<file path="config.mk">
export PLATFORM = sky130hd
export DESIGN_NAME = fp_sqrt_rnd
export DESIGN_NICKNAME = d
export VERILOG_FILES = /design/src/rtl/fp_sqrt_rnd.sv
export SDC_FILE = /design/constraint.sdc
export NUM_CORES = 1
export LEC_CHECK = 0
export ABC_AREA = 0
export ABC_CLOCK_PERIOD_IN_PS = 6590
export CAP_MARGIN = 15
export CORE_MARGIN = 1
export CORE_UTILIZATION = 45
export CTS_CLUSTER_DIAMETER = 80
export DETAILED_ROUTE_END_ITERATION = 8
export HOLD_SLACK_MARGIN = 0.02
export MAX_ROUTING_LAYER = met4
export PLACE_DENSITY = 0.61
export SYNTH_ARGS = -nofsm -noshare
export SYNTH_HDL_FRONTEND = slang
export SYNTH_SLANG_ARGS = --single-unit
</file>
<file path="constraint.sdc">
create_clock -name clk_i -period 6.59 [get_ports clk_i]
set_input_delay 0.9885 -clock clk_i [delete_from_list [all_inputs] [get_ports clk_i]]
set_output_delay 0.9885 -clock clk_i [all_outputs]
set_load 0.02 [all_outputs]
</file>
<file path="src/rtl/fp_sqrt_rnd.sv">
// ---------------------------------------------------------------------------
// fp_sqrt_rnd
//   Iterative IEEE-754 binary32 square root with integrated rounding and
//   exception flags. This is the sqrt path of the FP execution unit and sits
//   beside the divider.
//
//   Operation: IDLE -> PREP -> ITER (25 cycles) -> RND -> IDLE.
//   done_o pulses exactly 27 cycles after the edge that accepts start_i, for
//   every operand class, including specials.
//
// Ports
//   clk_i     in   1   single clock, rising edge
//   reset_i   in   1   asynchronous, active-low reset
//   a_i       in   32  operand {sign, exp[7:0], man[22:0]}, captured at start
//   start_i   in   1   start request, sampled only in IDLE
//   rnd_i     in   3   RNE=0, RTZ=1, RDN=2, RUP=3, RMM=4 (others act as RNE)
//   done_o    out  1   one-cycle pulse: result_o/flags_o just updated
//   result_o  out  32  rounded root, held until the next completed operation
//   flags_o   out  5   {NV,DZ,OF,UF,NX}, held with result_o
//
// Configuration
//   FP_SQRT_SUBNORM_EN  defined   : subnormal inputs are normalised with a
//                                   leading-zero count and rooted like normals.
//                       undefined : subnormal inputs flush to a zero of the
//                                   same sign (flags 0, same latency).
//
// Only EXP_W = 8 and MAN_W = 23 are supported.
// ---------------------------------------------------------------------------
module fp_sqrt_rnd #(
    parameter int EXP_W = 8,
    parameter int MAN_W = 23
) (
    input  logic        clk_i,
    input  logic        reset_i,
    input  logic [31:0] a_i,
    input  logic        start_i,
    input  logic [2:0]  rnd_i,
    output logic        done_o,
    output logic [31:0] result_o,
    output logic [4:0]  flags_o
);

    localparam int BIAS   = (1 << (EXP_W - 1)) - 1;
    // Root bits produced: 1 integer + MAN_W fraction + 1 guard.
    localparam int ITER_N = MAN_W + 2;
    // Radicand consumed two bits per iteration.
    localparam int RAD_W  = 2 * ITER_N;
    // Remainder never exceeds 2*root, so root width + 3 holds the shifted value.
    localparam int REM_W  = ITER_N + 3;

    localparam logic signed [9:0] BIAS_S = 10'(BIAS);
    localparam logic signed [9:0] EMIN_S = 10'(1 - BIAS);
    localparam logic [31:0]       QNAN    = 32'h7FC0_0000;
    localparam logic [31:0]       POS_INF = 32'h7F80_0000;

    typedef enum logic [1:0] {
        S_IDLE = 2'd0,
        S_PREP = 2'd1,
        S_ITER = 2'd2,
        S_RND  = 2'd3
    } state_t;

    typedef enum logic [2:0] {
        RM_RNE = 3'd0,
        RM_RTZ = 3'd1,
        RM_RDN = 3'd2,
        RM_RUP = 3'd3,
        RM_RMM = 3'd4
    } rnd_mode_t;

    state_t             state_q, state_d;
    logic [31:0]        a_q;
    logic [2:0]         rnd_q;
    logic [RAD_W-1:0]   rad_q;
    logic [REM_W-1:0]   rem_q;
    logic [ITER_N-1:0]  root_q;
    logic [4:0]         cnt_q;
    logic [7:0]         exp_q;

`ifdef FP_SQRT_SUBNORM_EN
    // Leading zeros of a 24-bit significand; only ever called with bit 23 = 0
    // and a nonzero value, so the count lies in 1..23.
    function automatic logic [4:0] lzc24(input logic [23:0] v);
        logic [4:0] n;
        logic       found;
        n     = '0;
        found = 1'b0;
        for (int i = 23; i >= 0; i--) begin
            if (!found) begin
                if (v[i]) found = 1'b1;
                else      n     = n + 5'd1;
            end
        end
        return n;
    endfunction
`endif

    // -----------------------------------------------------------------------
    // Operand classification and radicand preparation (from the captured
    // operand, so the same decode serves PREP and RND).
    // -----------------------------------------------------------------------
    logic                a_sign;
    logic [7:0]          a_exp;
    logic [22:0]         a_man;
    logic                is_special;
    logic [31:0]         spc_res;
    logic                spc_nv;
    logic [23:0]         prep_sig;
    logic signed [9:0]   prep_e;
    logic signed [9:0]   prep_exp_s;
    logic [RAD_W-1:0]    prep_rad;
    logic [7:0]          prep_exp;
`ifdef FP_SQRT_SUBNORM_EN
    logic [4:0]          sub_lz;
`endif

    // NOTE: every signal written in an always_comb gets a default at the top;
    // a path that leaves one unassigned would infer a latch.
    always_comb begin
        a_sign     = a_q[31];
        a_exp      = a_q[30:23];
        a_man      = a_q[22:0];
        is_special = 1'b0;
        spc_res    = QNAN;
        spc_nv     = 1'b0;
        prep_sig   = {1'b1, a_man};
        prep_e     = $signed({2'b00, a_exp}) - BIAS_S;
`ifdef FP_SQRT_SUBNORM_EN
        sub_lz     = '0;
`endif

        if (a_exp == 8'hFF) begin
            is_special = 1'b1;
            if (a_man != '0)  spc_nv  = ~a_man[22];   // signalling NaN
            else if (a_sign)  spc_nv  = 1'b1;         // -inf
            else              spc_res = POS_INF;
        end else if (a_exp == 8'h00 && a_man == '0) begin
            is_special = 1'b1;
            spc_res    = {a_sign, 31'b0};
        end else if (a_exp == 8'h00) begin
`ifdef FP_SQRT_SUBNORM_EN
            if (a_sign) begin
                is_special = 1'b1;
                spc_nv     = 1'b1;
            end else begin
                sub_lz   = lzc24({1'b0, a_man});
                prep_sig = {1'b0, a_man} << sub_lz;
                prep_e   = EMIN_S - $signed({5'b00000, sub_lz});
            end
`else
            is_special = 1'b1;
            spc_res    = {a_sign, 31'b0};
`endif
        end else if (a_sign) begin
            is_special = 1'b1;
            spc_nv     = 1'b1;
        end

        // Odd exponent: double the significand so the halved exponent is
        // exact. The radicand is scaled so its integer root carries 1.23 bits
        // plus a guard bit.
        prep_rad   = prep_e[0] ? {prep_sig, 26'b0} : {1'b0, prep_sig, 25'b0};
        // Arithmetic shift floors odd exponents, matching the doubled
        // significand.
        prep_exp_s = (prep_e >>> 1) + BIAS_S;
        prep_exp   = prep_exp_s[7:0];
    end

    // -----------------------------------------------------------------------
    // One restoring root step: bring down two radicand bits and try
    // subtracting (4*root + 1).
    // -----------------------------------------------------------------------
    logic [REM_W-1:0]  rem_sh;
    logic [REM_W-1:0]  trial;
    logic [REM_W-1:0]  rem_nx;
    logic [ITER_N-1:0] root_nx;

    always_comb begin
        rem_sh = {rem_q[REM_W-3:0], rad_q[RAD_W-1 -: 2]};
        trial  = {1'b0, root_q, 2'b01};
        if (rem_sh >= trial) begin
            rem_nx  = rem_sh - trial;
            root_nx = {root_q[ITER_N-2:0], 1'b1};
        end else begin
            rem_nx  = rem_sh;
            root_nx = {root_q[ITER_N-2:0], 1'b0};
        end
    end

    // -----------------------------------------------------------------------
    // Rounding. The root is always positive, so RDN behaves as RTZ and RUP
    // as round-away. A mantissa carry bumps the exponent; the mantissa field
    // is then all zero.
    // -----------------------------------------------------------------------
    logic        guard;
    logic        sticky;
    logic        round_up;
    logic [23:0] man_sum;
    logic [7:0]  rnd_exp;
    logic [31:0] rnd_res;

    always_comb begin
        guard  = root_q[0];
        sticky = |rem_q;
        case (rnd_q)
            RM_RTZ, RM_RDN: round_up = 1'b0;
            RM_RUP:         round_up = guard | sticky;
            RM_RMM:         round_up = guard;
            default:        round_up = guard & (sticky | root_q[1]);
        endcase
        man_sum = {1'b0, root_q[23:1]} + {23'b0, round_up};
        rnd_exp = exp_q + {7'b0, man_sum[23]};
        rnd_res = {1'b0, rnd_exp, man_sum[22:0]};
    end

    // -----------------------------------------------------------------------
    // Control FSM
    // -----------------------------------------------------------------------
    always_ff @(posedge clk_i or negedge reset_i) begin
        if (!reset_i) state_q <= S_IDLE;
        else          state_q <= state_d;
    end

    always_comb begin
        state_d = state_q;
        case (state_q)
            S_IDLE: if (start_i) state_d = S_PREP;
            S_PREP: state_d = S_ITER;
            S_ITER: if (cnt_q == 5'(ITER_N - 1)) state_d = S_RND;
            S_RND:  state_d = S_IDLE;
            default: state_d = S_IDLE;
        endcase
    end

    // -----------------------------------------------------------------------
    // Datapath and registered outputs
    // -----------------------------------------------------------------------
    // NOTE: sequential state uses non-blocking assignments so every register
    // samples pre-edge values regardless of statement order.
    always_ff @(posedge clk_i or negedge reset_i) begin
        if (!reset_i) begin
            a_q      <= '0;
            rnd_q    <= '0;
            rad_q    <= '0;
            rem_q    <= '0;
            root_q   <= '0;
            cnt_q    <= '0;
            exp_q    <= '0;
            done_o   <= 1'b0;
            result_o <= '0;
            flags_o  <= '0;
        end else begin
            done_o <= 1'b0;
            case (state_q)
                S_IDLE: begin
                    if (start_i) begin
                        a_q   <= a_i;
                        rnd_q <= rnd_i;
                    end
                end
                S_PREP: begin
                    rad_q  <= prep_rad;
                    rem_q  <= '0;
                    root_q <= '0;
                    exp_q  <= prep_exp;
                    cnt_q  <= '0;
                end
                S_ITER: begin
                    rad_q  <= rad_q << 2;
                    rem_q  <= rem_nx;
                    root_q <= root_nx;
                    cnt_q  <= cnt_q + 5'd1;
                end
                S_RND: begin
                    done_o <= 1'b1;
                    if (is_special) begin
                        result_o <= spc_res;
                        flags_o  <= {spc_nv, 4'b0000};
                    end else begin
                        result_o <= rnd_res;
                        flags_o  <= {4'b0000, guard | sticky};
                    end
                end
                default: ;
            endcase
        end
    end

endmodule

</file>
# Yosys cells after proc, flatten, opt, wreduce, memory -nomap -nowiden
# Cells that the tools add are included.
[op_classes]
add_sub_neg = 6
order_cmp = 1
eq_ne = 11
mux = 27
n_bitwise = 4
n_reduce_logical = 10
[ops]
columns = ["operator", "count"]
rows = [
  ["$mux W32", 5],
  ["$pmux W50 S2", 1],
  ["$pmux W28 S2", 1],
  ["$mux W50", 1],
  ["$pmux W25 S2", 1],
  ["$ge A28 B27 Y1", 1],
  ["$mux W28", 1],
  ["$reduce_or A28 Y1", 1],
  ["$sub A28 B27 Y28", 1],
  ["$add A23 B1 Y24", 1],
  ["$logic_not A23 Y1", 1],
  ["$mux W23", 1],
  ["$reduce_bool A23 Y1", 1],
  ["$mux W1", 10],
  ["$pmux W5 S2", 1],
  ["$sub A8 B7 Y9 const B", 1],
  ["$add A8 B1 Y8", 1],
  ["$add A8 B8 Y8 const B", 1],
  ["$eq A8 B8 Y1 const B", 1],
  ["$logic_not A8 Y1", 1],
  ["$pmux W2 S4", 1],
  ["$eq A3 B2 Y1 const B", 2],
  ["$add A5 B1 Y5 const B", 1],
  ["$eq A5 B5 Y1 const B", 1],
  ["16 further kinds", 21],
]
[word_totals]
register_bits = 191
in_bits = 38
elab_cells = 70

# Longest topological paths before layout
[depth]
depth_word = 7
depth_mapped = 20
mapped_depth_nobuf = 20

# Least setup slack after synthesis
# OpenSTA, ideal clock, no wires.
[synth_timing]
kind = "register to register"
from = "reg rem_q[18]"
to = "reg result_o[30]"
setup_time_ns = 0.141
t_arrival_ns = 2.757
setup_slack_ns = 3.692
stages_incl_launch_ff = 21
synth_period_minus_slack_ns = 2.898
cell_sequence = "dfrtp_1 -> nor4_1 -> nand4_1 -> nor2_1 -> inv_1 -> o22ai_1 -> and3_1 -> o22ai_1 -> ha_1 -> and3_1 -> nand2_1 -> nor2_1 -> nand3_1 -> nor3_1 -> ha_1 -> and3_1 -> and3_1 -> nand3_1 -> xnor2_1 -> nor2_1 -> o22ai_1"
[synth_between]
elab_chain_len = 7
word_cells_on_any_way = 8
classes_between = "add/sub: 2; mux: 2; bitwise: 3; reduce/logical: 1"
[synth_lines]
columns = ["element", "line_no", "rtl"]
rows = [
  ["start: declaration", "75", "logic [REM_W-1:0] rem_q;"],
  ["start signal: assignment", "270", "rem_q <= rem_nx;"],
  ["$reduce_or A28 Y1 *", "204", "sticky = |rem_q;"],
  ["$or A1 B1 Y1", "209", "default: round_up = guard & (sticky | root_q[1]);"],
  ["$and A1 B1 Y1", "209", ""],
  ["$pmux W1 S3 *", "205", "case (rnd_q)"],
  ["$add A23 B1 Y24 *", "211", "man_sum = {1'b0, root_q[23:1]} + {23'b0, round_up};"],
  ["$add A8 B1 Y8 *", "212", "rnd_exp = exp_q + {7'b0, man_sum[23]};"],
  ["$mux W32 *", "276", "if (is_special) begin"],
  ["end signal: assignment", "277", "result_o <= spc_res;"],
  ["end signal: assignment", "280", "result_o <= rnd_res;"],
  ["end: declaration", "39", "output logic [31:0] result_o,"],
]
# Mark *: on every way between the ends. The rest lies on a longest branch, timed or not.
# A chain may end at the register's enable or synchronous reset.

# Final worst setup path
[layout_timing]
from = "reg rem_q[10]"
to = "reg result_o[30]"
# The elaborated chain is that of the path after synthesis.

==> results.json <==
{
  "syn-instance-count": 994,
  "critPathLaunchType": "flip-flop",
  "power_frac_comb_pct": 59.2,
  "synth_flop_cell": "dfrtp_1",
  "synth_compound_area_share_pct": 15.0,
  "grt_setup_unrepaired": "false",
  "grt_max_degree": 100,
  "critical-path-max-stage-delay_ns": 0.42,
  "timing.rr.end": "result_o[30]",
  "min_to": "rad_q[46]",
  "synthDistinctLibCells": 62,
  "layout_commonest_cell": "dfrtp_1",
  "antenna_found_initial": 0,
  "sequentialPowerShare_pct": 25.4,
  "core_area_mm2": 0.0203,
  "final_layout_size_suffix_gt1_share_pct": 10.9,
  "num_rows": 52,
  "crit_slowest_cell": "dfrtp_1",
  "final_area_mm2": 0.0108,
  "synth_top_area_cell": "dfrtp_1",
  "setup_violations": 0,
  "cts.repair.resized": 0,
  "synth_top_area_share_pct": 43.5,
  "setup-tns-final_ns": 0,
  "cts_setup_buffers": 0,
  "finalWorstPathRequiredPeriod_ns": 3.47,
  "yosysWarnings": 0,
  "rrSetupSlack_ns": 3.12,
  "synth.area.top_cells": "dfrtp_1, mux2_2, ha_1",
  "cts_buffers": 17,
  "final.fill_count": 1860,
  "path_max_fanout": 4,
  "synth-simple-area-share_pct": 13.0,
  "drt-wirelength-per-cell_um": 15.8,
  "max_freq_ghz": 0.288,
  "whs_ns": 0.502,
  "cts_max_level": 4,
  "p_sw_mw": 2.94,
  "p_int_mw": 3.60,
  "drt_iter0_drc": 348,
  "crit_start": "rem_q[10]",
  "first_global_vias": 6923,
  "worstPathCellList": "nor4_1 > nand3_1 > nor2_1 > inv_1 > o22ai_1 > and3_1 > o22ai_1 > ha_1 > and3_1 > nand2_1 > nor2_1 > nand3_1 > nor3_1 > ha_1 > and3_1 > and3_1 > nand3_1 > xnor2_1 > nor2_1 > o22ai_1",
  "p_sw_share_pct": 44.9,
  "slew_viol_final": 0,
  "syn_area_mm2": 0.00937,
  "cts_tree": "yes",
  "ys_seq_area_share_pct": 43.5,
  "finalCritPeriodShare_pct": 52.7,
  "crit_buf_inv": 1,
  "crit_top_cell": "and3_1",
  "r2r_start": "rem_q[10]",
  "holdCritStartpoint": "rad_q[46]",
  "io_buffers": 72,
  "start_util_pct": 46.2,
  "path_depth": 20,
  "routed-via-count": 7114,
  "fin_nets": 1113,
  "vias_per_cell": 5.40,
  "grt_use_total_pct": 21.3,
  "fin_ws_ns": 3.12,
  "criticalPathCategory": "flip-flop to flip-flop",
  "cts_buffer_depth": 2,
  "end_kind": "flip-flop",
  "area_growth_pct": 15.6,
  "root_buffer": "clkbuf_16",
  "ant_nets": 0,
  "dp_hpwl_mm": 14.6,
  "clk_latency_ns": 0.43,
  "synth_top_family_by_area": "compound AO/OA/AOI/OAI gates",
  "antenna_cells": 0,
  "synthArstFlopShare_pct": 100,
  "cap_viol_max_count": 0,
  "postSynthAreaPerCell_um2": 9.43,
  "synth_edf_count": 0,
  "synth_xor_area_share_pct": 5.79,
  "synthAdderAreaFrac_pct": 5.47,
  "clkTransAtPathRegs_ns": 0.07,
  "vdd_drop_max_mv": 0.429,
  "timing.final.hold_violations": 0,
  "die_x_um": 146,
  "synth_mux_area_share_pct": 10.3,
  "cp_top_family": "simple AND/OR/NAND/NOR gates",
  "ios": 76,
  "gp_congestion": 0.918,
  "final_cell_mix": "dfrtp_1, inv_1, o21ai_0, clkdlybuf4s50_1, nand2_1",
  "maxSlewHeadroom_pct": 27.1,
  "die_h_um": 146,
  "drt-pass1-iter-count": 4,
  "die-area_mm2": 0.0214,
  "leakage_nw": 4.63,
  "reg2regPathDepth": 20,
  "finClkSkew_ns": 0.00827,
  "powerDensity_mw_per_mm2": 604,
  "hold_class": "flip-flop to flip-flop",
  "grt_pass1_wl_mm": 35.5,
  "critPathRequiredTime_ns": 6.94,
  "grt-ovfl-total": 0,
  "preCtsSetupSlack_ns": 3.17,
  "hold_depth": 1,
  "drc": 0,
  "arrival_ns": 3.82,
  "cts.sinks": 163,
  "pwr-share-clk_pct": 15.5,
  "cts_hold_buf": 0,
  "wl_mm": 20.9,
  "dpl_cell_area_mm2": 0.0102,
  "synth-seq-cells": 163,
  "outcome": "finished clean",
  "worstMarginPinSlew_ns": 1.09
}
## cells by family (layout without fill, tap and decap cells)
logic type | Yosys count | after routing
AOI/OAI and AO/OA | 228 | 228
xor gates and xnor gates | 62 | 62
adders and majority gates | 41 | 41
buffers and inverters | 160 | 211
DFF | 163 | 163
muxes | 89 | 89
other | 1 | 3
and+or+nand+nor | 250 | 250
## per-layer routing
layer  global-route usage (%)  vias to the layer above  wire length (um)
met4                     5.89                        0               297
met2                     32.1                      116              9490
li1                         -                     3558                 -
met5                        -                        -                 0
met3                     3.06                       23               645
met1                     30.0                     3417             10400
## final cells by class
cell class                 count  area (um2)  area share [%]
timing repair buffer          78         767            7.08
clock buffer                  17         425            3.93
tap                          270         338            3.12
sequential                   163        4080            37.7
clock inverter                15         169            1.56
inverter                     101         379            3.50
multi-input combinational    673        4670            43.1
## cell usage after synthesis, drive strengths merged (17+ instances only)
| library cell | count |
|---|---|
| a21oi | 46 |
| buf | 17 |
| clkbuf | 42 |
| dfrtp | 163 |
| ha | 41 |
| inv | 101 |
| mux2 | 61 |
| mux2i | 28 |
| nand2 | 65 |
| nand3 | 55 |
| nor2 | 48 |
| o21ai | 81 |
| o22ai | 54 |
| xnor2 | 45 |
| xor2 | 17 |
## worst reg2reg max path, stage by stage (launching register included)
cell	delay (ns)
dfrtp_1	0.42
nor4_1	0.41
nand3_1	0.16
nor2_1	0.22
inv_1	0.08
o22ai_1	0.11
and3_1	0.17
o22ai_1	0.09
ha_1	0.22
and3_1	0.20
nand2_1	0.07
nor2_1	0.06
nand3_1	0.11
nor3_1	0.07
ha_1	0.20
and3_1	0.20
and3_1	0.21
nand3_1	0.10
xnor2_1	0.11
nor2_1	0.05
o22ai_1	0.11
## worst max path at each step
| stage | slack (ns) | to |
|---|---|---|
| after detailed placement | 3.17 | rem_q[18] |
| final | 3.12 | result_o[30] |
| after global placement | 3.15 | result_o[30] |
| after global routing | 2.83 | result_o[28] |
| after floorplan | 3.69 | result_o[30] |
| after CTS | 3.10 | result_o[30] |
## metrics by stage
step / utilization, % / cells / total power [mW]
3_5_place_dp: 50.4 / 1285 / 5.54
3_3_place_gp: 50.4 / 1285 / 5.51
6_report: 53.4 / 1317 / 6.54
2_1_floorplan: - / 996 / 4.79
4_1_cts: 53.4 / 1317 / 6.57
5_1_grt: 53.4 / 1317 / 7.11
## power groups by stage
stage,sequential [mW],combinational [mW],clock (mW)
after CTS,1.66,3.88,1.03
after global routing,1.71,4.33,1.07
after global placement,1.67,3.85,0
after floorplan,1.63,3.16,0
final,1.66,3.87,1.01
after detailed placement,1.68,3.86,0
## state kept, by name, indices dropped and copies added, names as in the netlist
register	count
rad_q	25
rnd_q	3
result_o	32
done_o	1
exp_q	8
root_q	25
cnt_q	5
state_q	2
flags_o	2
a_q	32
rem_q	28
(Power assumes the default switching activity.)
